`src/rtl/hazard_pkg.sv`:
```
// Shared constants, types and helpers for the hazard/scoreboard block.
package hazard_pkg;

  // Forwarding select value meaning "take the operand from the register file".
  localparam int unsigned FWD_RF = 0;

  // Default architectural register count of the core.
  localparam int unsigned DEF_NREGS = 32;

  // Register index for the default register count.
  typedef logic [$clog2(DEF_NREGS)-1:0] reg_idx_t;

  // Width of a forwarding select: register file plus one code per source.
  function automatic int unsigned fwd_sel_width(input int unsigned nfwd);
    return $clog2(nfwd + 1);
  endfunction

endpackage

```
`src/rtl/pending_scoreboard.sv`:
```
// Register scoreboard for variable-latency ops: pending bitmap, outstanding
// counter and a sticky error for completions that match nothing pending.
module pending_scoreboard
  import hazard_pkg::*;
#(
  parameter int unsigned NREGS  = 32,
  parameter int unsigned MAXOUT = 4
) (
  input  logic                         clk,
  input  logic                         rst_n,
  input  logic                         issue,
  input  logic [$clog2(NREGS)-1:0]     issue_rd,
  input  logic                         done_valid,
  input  logic [$clog2(NREGS)-1:0]     done_rd,
  output logic [NREGS-1:0]             pending,
  output logic [$clog2(MAXOUT+1)-1:0]  count,
  output logic                         sb_error
);

  localparam int unsigned CW = $clog2(MAXOUT + 1);

  logic [NREGS-1:0] pending_q, pending_d;
  logic [CW-1:0]    count_q, count_d;
  logic             sb_error_q, sb_error_d;
  logic             set_en, done_ok, done_bad;

  assign set_en   = issue && (issue_rd != '0);
  assign done_ok  = done_valid && (done_rd != '0) && pending_q[done_rd];
  assign done_bad = done_valid && (done_rd != '0) && !pending_q[done_rd];

  // Next-state: clear on completion first, then set on issue. With the
  // completion bypass both can hit the same index, and the new op wins.
  always_comb begin
    pending_d = pending_q;
    if (done_ok) pending_d[done_rd] = 1'b0;
    if (set_en)  pending_d[issue_rd] = 1'b1;
    pending_d[0] = 1'b0;
  end

  // Outstanding counter: saturating, unchanged when issue and completion coincide.
  always_comb begin
    count_d = count_q;
    if (issue && !done_ok) begin
      if (count_q != CW'(MAXOUT)) count_d = count_q + CW'(1);
    end else if (done_ok && !issue) begin
      if (count_q != '0) count_d = count_q - CW'(1);
    end
  end

  // Sticky error for a completion that targets a non-pending register.
  always_comb begin
    sb_error_d = sb_error_q | done_bad;
  end

  // State registers.
  always_ff @(posedge clk or negedge rst_n) begin
    if (!rst_n) begin
      pending_q  <= '0;
      count_q    <= '0;
      sb_error_q <= 1'b0;
    end else begin
      pending_q  <= pending_d;
      count_q    <= count_d;
      sb_error_q <= sb_error_d;
    end
  end

  assign pending  = pending_q;
  assign count    = count_q;
  assign sb_error = sb_error_q;

endmodule

```
`src/rtl/hazard_scoreboard_unit.sv`:
```
// Pipeline hazard controller: N-source forwarding, load-use stall, branch
// flush and scoreboard-based issue stall for variable-latency units.
// Optional macro HAZARD_SB_DONE_BYPASS_EN lets a completion release its
// dependents in the same cycle instead of one cycle later.
module hazard_scoreboard_unit
  import hazard_pkg::*;
#(
  parameter int unsigned NREGS  = 32,
  parameter int unsigned NFWD   = 2,
  parameter int unsigned MAXOUT = 4
) (
  input  logic                                clk,
  input  logic                                rst_n,
  input  logic                                validD,
  input  logic [$clog2(NREGS)-1:0]            rs1D,
  input  logic [$clog2(NREGS)-1:0]            rs2D,
  input  logic [$clog2(NREGS)-1:0]            rdD,
  input  logic                                useRs1D,
  input  logic                                useRs2D,
  input  logic                                regWriteD,
  input  logic                                longOpD,
  input  logic [$clog2(NREGS)-1:0]            rs1E,
  input  logic [$clog2(NREGS)-1:0]            rs2E,
  input  logic [$clog2(NREGS)-1:0]            rdE,
  input  logic                                resultSrcE,
  input  logic                                pcSrcE,
  input  logic [NFWD*$clog2(NREGS)-1:0]       fwdRd,
  input  logic [NFWD-1:0]                     fwdWe,
  input  logic                                doneValid,
  input  logic [$clog2(NREGS)-1:0]            doneRd,
  output logic                                stallF,
  output logic                                stallD,
  output logic                                flushD,
  output logic                                flushE,
  output logic [fwd_sel_width(NFWD)-1:0]      forwardAE,
  output logic [fwd_sel_width(NFWD)-1:0]      forwardBE,
  output logic [NREGS-1:0]                    pending,
  output logic                                sbError
);

  localparam int unsigned IW = $clog2(NREGS);
  localparam int unsigned FW = fwd_sel_width(NFWD);
  localparam int unsigned CW = $clog2(MAXOUT + 1);

  logic [NREGS-1:0] pend_view;
  logic [CW-1:0]    count;
  logic [CW:0]      count_ext;
  logic             sb_full, load_use, sb_stall, hazard, issue;

  // Forwarding: scan oldest to youngest so the lowest matching index wins.
  always_comb begin
    forwardAE = FW'(FWD_RF);
    forwardBE = FW'(FWD_RF);
    for (int i = int'(NFWD) - 1; i >= 0; i--) begin
      if (fwdWe[i] && (fwdRd[i*IW +: IW] == rs1E) && (rs1E != '0)) forwardAE = FW'(i + 1);
      if (fwdWe[i] && (fwdRd[i*IW +: IW] == rs2E) && (rs2E != '0)) forwardBE = FW'(i + 1);
    end
  end

  assign count_ext = {1'b0, count};

`ifdef HAZARD_SB_DONE_BYPASS_EN
  // Scoreboard view with this cycle's completion already retired.
  always_comb begin
    pend_view = pending;
    if (doneValid) pend_view[doneRd] = 1'b0;
  end
  // Full test against count minus the completing op (no underflow form).
  assign sb_full = (count_ext == ((CW+1)'(MAXOUT) + {{CW{1'b0}}, doneValid}));
`else
  // Scoreboard view is the registered state only.
  always_comb begin
    pend_view = pending;
  end
  assign sb_full = (count_ext == (CW+1)'(MAXOUT));
`endif

  // Stall/flush decision; a redirect overrides every stall.
  always_comb begin
    load_use = resultSrcE && (rdE != '0) &&
               ((useRs1D && (rs1D == rdE)) || (useRs2D && (rs2D == rdE)));
    sb_stall = validD && ((useRs1D && pend_view[rs1D]) || (useRs2D && pend_view[rs2D]) ||
                          (regWriteD && pend_view[rdD]) || (longOpD && sb_full));
    hazard   = (load_use || sb_stall) && !pcSrcE;
    stallF   = hazard;
    stallD   = hazard;
    flushE   = hazard || pcSrcE;
    flushD   = pcSrcE;
    issue    = validD && longOpD && regWriteD && (rdD != '0) && !hazard && !pcSrcE;
  end

  pending_scoreboard #(
    .NREGS  (NREGS),
    .MAXOUT (MAXOUT)
  ) u_sb (
    .clk        (clk),
    .rst_n      (rst_n),
    .issue      (issue),
    .issue_rd   (rdD),
    .done_valid (doneValid),
    .done_rd    (doneRd),
    .pending    (pending),
    .count      (count),
    .sb_error   (sbError)
  );

endmodule

```
`config.mk`:
```
export PLATFORM = sky130hd
export DESIGN_NAME = hazard_scoreboard_unit
export DESIGN_NICKNAME = d
export VERILOG_FILES = /design/src/rtl/hazard_pkg.sv /design/src/rtl/pending_scoreboard.sv /design/src/rtl/hazard_scoreboard_unit.sv
export SDC_FILE = /design/constraint.sdc
export NUM_CORES = 1
export LEC_CHECK = 0
export CAP_MARGIN = 0
export CORE_ASPECT_RATIO = 1.75
export CORE_UTILIZATION = 49
export CTS_CLUSTER_DIAMETER = 40
export DETAILED_ROUTE_END_ITERATION = 8
export GPL_TIMING_DRIVEN = 0
export PLACE_DENSITY_LB_ADDON = 0.08
export RECOVER_POWER = 100
export SLEW_MARGIN = 20
export SYNTH_ARGS = -nofsm -noshare
export SYNTH_HDL_FRONTEND = slang
export SYNTH_SLANG_ARGS = --single-unit
```
`constraint.sdc`:
```
create_clock -name clk -period 4.2 [get_ports clk]
set_clock_uncertainty 0.1 [all_clocks]
set_input_delay 0.63 -clock clk [delete_from_list [all_inputs] [get_ports clk]]
set_output_delay 0.63 -clock clk [all_outputs]
set_load 0.005 [all_outputs]
```
==> results by group <==
Run status
  • Outcome: completed

Logic synthesis
  • Compound-Gate Fraction of Synth Area: 0.195
  • Simple-Gate Fraction of Synth Area: 0.215
  • Synth Warn #: 0
  • Post-Synth XOR/XNOR Area: 0.0756
  • Dominant cells by area after synthesis: dfrtp_1, mux2i_1, mux4_2
  • Ys async rst share: 1.00
  • Mux cell area share after synthesis: 0.204
  • Synth Area in Adders: 0.00576
  • Synth Flop Type: dfrtp_1
  • Syn nets: 420
  • Synth Area per Inst: 9.60 um^2
  • Sequential share of the synthesized area: 0.252
  • Yosys reg bits: 35
  • Synth Cell Area: 0.00348 mm^2
  • Synth Instances: 362
  • Post-synth EDFFs: 0
  • Synth area leader: dfrtp_1
  • Synth cell types: 61
  • Synth top area share: 0.252
  • Largest family of logic cells by synthesized area: simple AND/OR/NAND/NOR gates

Timing
  • Max-slew violations: 0
  • Final worst path period need: 4.11 ns
  • Worst-margin pin slew: between 1 and 1.5 ns
  • Setup TNS: 0 ns
  • Hold Vio Cnt, Final: 0
  • Min Hold Slack: 0.363 ns
  • Final-report setup violation count: 0
  • Part of the cycle the worst path needs: 0.979
  • Setup ws final: about 0.09 ns
  • Unrepaired setup endpoints after global routing: yes
  • Worst rel slew slack: 0.235
  • Fmax: 243 MHz

CTS
  • CTS Buf Count: 5
  • CTS Buffer Depth: 2
  • CTS Hold Bufs: 0
  • CTS HTree Levels: 2
  • CTS clk-pin slew, worst paths: 0.06 ns
  • Root cell of the clock tree: clkbuf_16
  • Clock Sink Count: 35
  • CTS tree: built
  • Worst-Skew Late Latency: 0.29 ns

Global route
  • Grt met2 use: 0.565
  • Gr ovfl total: 0
  • Grt met1 use: 0.361
  • Via count of the first global-routing pass: 3541
  • First-pass GRT wire length: about 18000 um
  • Most Crowded Layer GR: met2
  • All-Layer GR Usage: 0.321
  • Initial antenna violation count: 0
  • GR Layer Usage met3: 0.0490
  • Largest net degree at the start of global routing: 19

Finish
  • Nets: 523
  • Register Area: 876 um^2
  • Design Area, Final: about 0.0047 mm^2
  • Fill cells: 589
  • Commonest non-fill, non-tap cell in the layout: clkdlybuf4s50_1
  • Finished Core Util: 0.687
  • Fin cells: 550
  • P&R area growth vs syn: 35.5%
  • Most frequent cells in the layout: clkdlybuf4s50_1, dlygate4sd3_1, dfrtp_1, nand2_1, nor2_1
  • Layout cells sized above 1: 0.135
  • Antenna cells: 0
  • Multi-input logic area: 0.00243 mm^2

Job
  • Max cap viols: 0

Floorplan
  • # rows: 40
  • DIE AREA: roughly 0.0074 mm^2
  • Core area: 0.00686 mm^2
  • Num ports: slightly below 100
  • Initial Util: 0.507
  • Die W: around 66 um
  • Die Y: 113 um

Power
  • Total design power: 1.24 mW
  • Max IR drop VDD: between 0.3 and 0.4 mV
  • Internal power consumption: approximately 850 uW
  • Leakage power: 2.03 nW
  • Part of the power in the clock network: 0.320
  • P_sw: a little under 400 uW
  • Switching share of power: 0.315
  • Part of the power in registers: 0.350
  • Pwr dens: 263 mW/mm^2
  • Comb pwr share: 0.331

Routing
  • Total number of vias: 3557
  • Drt pass-1 iters: 4
  • Post-DRT Antenna Nets: 0
  • WL final: 11500 um
  • Drt via density: about 6.5
  • First DRT Iteration DRCs: between 150 and 200
  • Drt wl/cell: 21.0 um
  • DRC: 0

Worst setup path
  • Arr. time, crit path: 3.38 ns
  • Critical Path Source Type: primary input
  • CP max FO: 6
  • CP required: around 3.5 ns
  • R2R depth: 12
  • Worst Setup End Kind: output port
  • Crit Path Class: primary input to output port
  • R2R setup slack: 0.80 ns

Placement
  • DP Cell Count: ~540
  • IO Port Bufs: 90
  • Gp weighted congestion: 0.904
  • Setup Slack @ Placement: -0.219 ns
  • Dpl hpwl: 8810 um
  • DP Area: 0.00450 mm^2

Min path
  • Hold Crit Class: flop to flop
  • Hold path depth: 1
flip-flops by register name, summed over array words and instances (netlist names):
| register | flops |
|---|---|
| u_sb.pending | 31 |
| u_sb.count | 3 |
| u_sb.sb_error | 1 |
final timing paths:
path,from,end
worst max register to register,u_sb.pending[31]$_DFF_PN0_,u_sb.count[2]$_DFFE_PN0P_
min in group asynchronous,rst_n,u_sb.pending[13]$_DFF_PN0_
worst min register to register,u_sb.sb_error$_DFF_PN0_,u_sb.sb_error$_DFF_PN0_
worst max-delay path,rs2D[1],stallF
worst min-delay path,u_sb.sb_error$_DFF_PN0_,u_sb.sb_error$_DFF_PN0_
max in group asynchronous,rst_n,u_sb.pending[16]$_DFF_PN0_
cell type report:
type / instances / area share
multi-input cells: 298 / 0.517
repair buffers: 96 / 0.202
flip-flops and latches: 35 / 0.186
plain buffers: 24 / 0.0359
clock buffers: 8 / 0.0332
well taps: 84 / 0.0223
inverters: 5 / 0.00399
worst max-delay path, cell delays in order:
cell	delay, ns
clkdlybuf4s50_1	0.55
buf_6	0.15
mux4_2	0.49
mux2i_1	0.14
nor3_1	0.07
nor4_2	0.35
o21ai_4	0.15
o21ai_1	0.18
a21oi_1	0.10
buf_4	0.15
clkdlybuf4s50_1	0.43
what timing repair did:
action,4_1_cts,5_1_grt
pin swaps,0,2
resized for setup,7,5
endpoints found under the setup margin,2,3
setup buffers,0,5
power groups by stage:
| stage | registers [mW] | logic [mW] | clock network (mW) |
|---|---|---|---|
| after global placement | 0.437 | 0.397 | 0 |
| after floorplan | 0.419 | 0.238 | 0 |
| after CTS | 0.432 | 0.413 | 0.399 |
| final | 0.433 | 0.409 | 0.396 |
| after global routing | 0.439 | 0.444 | 0.413 |
| after detailed placement | 0.437 | 0.409 | 0 |
cells by family after synthesis:
family          after synthesis
simple gates                137
compound gates               82
mux                          47
flops                        35
xor+xnor                     30
buf+inv                      29
fa+ha+maj                     1
other cells                   1
cells in the mapped netlist, types with 7 or more instances:
library cell,instances
dfrtp_1,35
nand2_1,34
nor2_1,31
mux2i_1,26
xnor2_1,21
a32o_1,15
mux4_2,11
nor3_1,11
a22o_1,10
a21o_1,9
nor4_1,9
xor2_1,9
a21boi_0,8
buf_4,8
nor3b_1,8
nand3b_1,7
o22ai_1,7
routing by layer:
layer	vias to the layer above	wire, um
met5	-	0
met1	1749	4190
li1	1605	-
met3	36	778
met4	0	495
met2	167	6080
Power figures use the tool's default switching activity.
